## src/rtl/tpic_chain_check.sv

```systemverilog
// tpic_chain_check: TPIC chain readback verifier; optional capture via TPIC_CHECK_CAPTURE_EN
module tpic_chain_check #(
    parameter int WIDTH = 300,
    parameter int IDX_W = 9
) (
    input  logic             clk,
    input  logic             reset,
    input  logic [WIDTH-1:0] data,
    input  logic             sclk,
    input  logic             rck,
    input  logic             miso,
    output logic             frame_valid,
    output logic             mismatch,
    output logic             len_err,
    output logic [IDX_W-1:0] first_fail,
    output logic [15:0]      err_count,
    output logic             primed,
    output logic [WIDTH-1:0] readback
);
    localparam int CW = $clog2(WIDTH + 2);
    localparam logic [CW-1:0] FULL = CW'(WIDTH);
    localparam logic [CW-1:0] OVER = CW'(WIDTH + 1);
    localparam logic [IDX_W-1:0] TOP = IDX_W'(WIDTH - 1);
    localparam logic [WIDTH-1:0] MSB = {1'b1, {(WIDTH - 1){1'b0}}};
    typedef enum logic {UNPRIMED, ARMED} state_t;
    state_t state;
    logic sclk_q, rck_q, sclk_rise, rck_rise, hit, bad, frame_err, err_n, lerr, mm;
    logic [WIDTH-1:0] expected, sel;
    logic [CW-1:0] bit_cnt, cnt_n;
    logic [IDX_W-1:0] fail_idx, idx_n, bit_idx;
    // Edge detect and the next-state view of the frame including a same-cycle sclk sample
    always_comb begin
        sclk_rise = sclk & ~sclk_q;
        rck_rise = rck & ~rck_q;
        hit = sclk_rise && bit_cnt < FULL;
        sel = MSB >> bit_cnt;
        bit_idx = TOP - IDX_W'(bit_cnt);
        bad = hit && state == ARMED && miso != |(expected & sel);
        cnt_n = (sclk_rise && bit_cnt != OVER) ? bit_cnt + 1'b1 : bit_cnt;
        err_n = frame_err | bad;
        idx_n = (bad && !frame_err) ? bit_idx : fail_idx;
        lerr = cnt_n != FULL;
        mm = err_n & ~lerr;
    end
    // Frame tracking, evaluation on latch and registered results
    always_ff @(posedge clk) begin
        if (reset) begin
            state <= UNPRIMED;
            sclk_q <= 1'b0;
            rck_q <= 1'b0;
            expected <= '0;
            bit_cnt <= '0;
            frame_err <= 1'b0;
            fail_idx <= '0;
            frame_valid <= 1'b0;
            mismatch <= 1'b0;
            len_err <= 1'b0;
            first_fail <= '0;
            err_count <= '0;
            primed <= 1'b0;
        end else begin
            sclk_q <= sclk;
            rck_q <= rck;
            frame_valid <= 1'b0;
            bit_cnt <= cnt_n;
            frame_err <= err_n;
            fail_idx <= idx_n;
            if (rck_rise) begin
                expected <= data;
                bit_cnt <= '0;
                frame_err <= 1'b0;
                fail_idx <= '0;
                state <= ARMED;
                primed <= 1'b1;
                if (state == ARMED) begin
                    frame_valid <= 1'b1;
                    len_err <= lerr;
                    mismatch <= mm;
                    first_fail <= mm ? idx_n : '0;
                    if ((lerr || mm) && err_count != 16'hFFFF) err_count <= err_count + 1'b1;
                end
            end
        end
    end
`ifdef TPIC_CHECK_CAPTURE_EN
    logic [WIDTH-1:0] cap, cap_n;
    assign cap_n = (hit && miso) ? cap | sel : cap;
    // Assemble chain bits MSB first and publish them on each evaluated latch
    always_ff @(posedge clk) begin
        if (reset) begin
            cap <= '0;
            readback <= '0;
        end else if (rck_rise) begin
            cap <= '0;
            if (state == ARMED) readback <= cap_n;
        end else begin
            cap <= cap_n;
        end
    end
`else
    assign readback = '0;
`endif
endmodule

```

## config.mk

```make
export PLATFORM = sky130hd
export DESIGN_NAME = tpic_chain_check
export DESIGN_NICKNAME = d
export VERILOG_FILES = /design/src/rtl/tpic_chain_check.sv
export SDC_FILE = /design/constraint.sdc
export NUM_CORES = 1
export LEC_CHECK = 0
export BUFFER_PORTS_ARGS = -buffer_cell sky130_fd_sc_hd__buf_4
export CORE_AREA = 2 2 250 252
export CTS_CLUSTER_SIZE = 30
export DETAILED_ROUTE_END_ITERATION = 10
export DIE_AREA = 0 0 252 254
export GPL_ROUTABILITY_DRIVEN = 0
export PLACE_DENSITY_LB_ADDON = 0.25
export SYNTH_ARGS = -nofsm -noshare
export SYNTH_HDL_FRONTEND = slang
export SYNTH_SLANG_ARGS = --single-unit
```

## constraint.sdc

```tcl
create_clock -name clk -period 4.94 [get_ports clk]
set_input_delay 0.247 -clock clk [delete_from_list [all_inputs] [get_ports clk]]
set_output_delay 0.247 -clock clk [all_outputs]
set_load 0.03 [all_outputs]
```

==> run metrics <==
crit-path most repeated cell o221ai_1; IO Count 634; DRT iter0 DRCs 1,353; RSZ-0062 raised after global routing false; critical-path cell list inv_1, ha_1, nor2b_1, a22oi_1, o221ai_1, o221ai_1, a311o_1, a21bo_1, a311oi_2, buf_4, nor3_1, xnor2_1, nor2_1; Worst Skew 0.0586 ns; Max Fanout on Critical Path 20; Worst setup EP type flip-flop; Slew @ Worst Pin 1.30 ns; status completed; via count 15,500; ys flop type dfxtp_1; power density cells 324 mW/mm²; Initial Util 0.273; complex-gate fraction of the synthesized area 0.250; Via density 4.97; post-cts resize count 0; Slew HR 0.133; Die Ht 254 µm; startpoint types flip-flop; Die ar. 0.0640 mm²; crit path to err_count[12]; maxcap violations 0; maximum VDD drop 0.227 mV; WP data required 5.37 ns; setup violators final 0; CTS tree built; Worst path depth 13; synth top area cells dfxtp_1 (42%), a22o_1 (16%), buf_4 (14%); initial antenna violation count 6; Avg WL per Cell 23.2 µm; Post-CTS Setup Inserts 0; CTS buffer count 42; Max Fclk 219 MHz; # H-tree levels 2; Port Buf Inserts 333; Nets 2,605; first-pass GRT wire length 102,000 µm; FFs w/ async S/R, synth 0; r2r endpoint err_count[12]; CP delay by family, top compound AO/OA/AOI/OAI gates; row count 91; share of the synthesized area in the top cell type 0.418; Cells after Synth 1,716; Worst Setup SP bit_cnt[0]; Skew-Pair Late Insertion Delay 0.61 ns; Worst Path Class, Setup flip-flop to flip-flop; Slew Viols, Final 0; slowest stage delay, CP 1.09 ns; area leader, netlist dfxtp_1; CTS clk-pin slew, worst paths 0.06 ns; TNS Setup 0 ns; First-pass DRT Iterations 5; worst r2r src bit_cnt[0]; top cells by instance count after synthesis dfxtp_1 (350), buf_4 (311), a22o_1 (309), clkbuf_1 (96), nand2_1 (61); Util after Layout 0.382; number of global-route vias before repair 15,100; Final min period 4.57 ns; Routed Antenna Nets 0; Hold WC Path Type input port to flip-flop; Mapped Area 0.0168 mm²; Synth Area in XOR/XNOR 0.0115; P&R area growth vs syn 39.8%; fraction of layout cells with a size suffix above 1 0.206; Finished Cell Area 0.0234 mm²; LEAKAGE 9.91 nW; clk sink count 350; R2R Setup Slk 0.37 ns; Slowest cell on crit path nor2b_1; Post-Synth Adder-Cell Area 0.00672; count leader, synth dfxtp_1; Hold Slack 0.0490 ns; filler instances 5,956; Remaining Overflow, GRT 0; Synth cell types 83; EDFF count, synth 0; CORE AREA 0.0613 mm²; Worst Reg-to-Reg Cells 13; register bit count reported by yosys 350; largest family of logic cells by synthesized area compound AO/OA/AOI/OAI gates; sequential fraction of the synthesis area 0.418; number of synthesis warnings 0; DP Wirelength 52,300 µm; largest net degree at the start of global routing 146; Final Cycle Share 0.924; CTS max path bufs 3; GRT Total Usage 0.213; Buf/Inv on CP 2; detailed-route DRC error count 0; clk root buf clkbuf_16; hold-fix buffers at CTS 302; Hold Fails Final Rpt 0; drt total wl 72,200 µm; Avg Inst Size Synth 9.76 µm²; placed cell areas 0.0189 mm²; area of the multi-input gates 0.00801 mm²; Die X 252 µm; storage element area 0.00701 mm²; Post-Synth Simple-Gate Area 0.120; Crit path arrival time 5.00 ns; multiplexer area fraction after synthesis 0.0207
## layer usage
layer / GRT usage / wire length (µm)
met1: 0.267 / 29000
met3: 0.0455 / 5690
met2: 0.349 / 33900
met5: 0 / 10
met4: 0.103 / 3680
## through the flow
stage                     std cells  power [W]  setup slack, ns
after CTS                      3113    0.00764            0.499
after floorplan                2015    0.00386             1.51
after global placement         2735    0.00406            0.677
final                          3117    0.00759            0.373
after detailed placement       2735    0.00407            0.519
after global routing           3116    0.00784            0.177
## worst min path at each step
stage | startpoint | end | slack [ns] | cells past startpoint
2_1_floorplan | data[0] | expected[0] | 0.37 | 1
3_3_place_gp | first_fail[6] | first_fail[6] | 0.45 | 2
3_5_place_dp | first_fail[5] | first_fail[5] | 0.45 | 2
4_1_cts | reset | err_count[0] | 0.03 | 2
5_1_grt | reset | err_count[0] | 0.05 | 2
6_report | reset | err_count[0] | 0.05 | 2
## layout by cell type, fill, tap and decap left out, types with 20 or more instances in the layout
master,netlist,final
nand4_1,31,31
a22o_1,309,309
nor2_1,49,48
clkbuf_16,0,43
a21oi_1,24,24
dlygate4sd3_1,0,302
xnor2_1,20,20
o21ai_0,21,21
a32oi_1,21,21
buf_4,311,364
nand3_1,51,51
conb_1,1,300
nand2_1,61,61
dfxtp_1,350,346
and3_1,24,24
mux2i_1,20,20
## layout make-up
class / count / share of cell area
sequential: 350 / 0.299
tap: 790 / 0.0422
multi-input combinational: 1218 / 0.342
timing repair buffer: 671 / 0.250
clock inverter: 17 / 0.0124
inverter: 8 / 0.00128
antenna: 4 / 0.000427
clock buffer: 59 / 0.0523
## power by group
| group | internal, W | switching [W] | total (W) |
|---|---|---|---|
| logic | 0.000461 | 0.000653 | 0.00111 |
| clock network | 0.00206 | 0.00131 | 0.00337 |
| registers | 0.00298 | 0.000131 | 0.00311 |
## cells by family after synthesis
logic type,after synthesis
xor+xnor,22
other cells,1
buf+inv,447
fa+ha+maj,9
simple gates,351
mux,33
compound gates,503
flops,350
## sequential cells by signal, summed over array words and instances, names as in the netlist
signal       cells
bit_cnt          9
rck_q            1
err_count       16
fail_idx         9
frame_err        1
first_fail       9
len_err          1
expected       300
mismatch         1
state            1
sclk_q           1
frame_valid      1
Power figures use the tool's default switching activity.
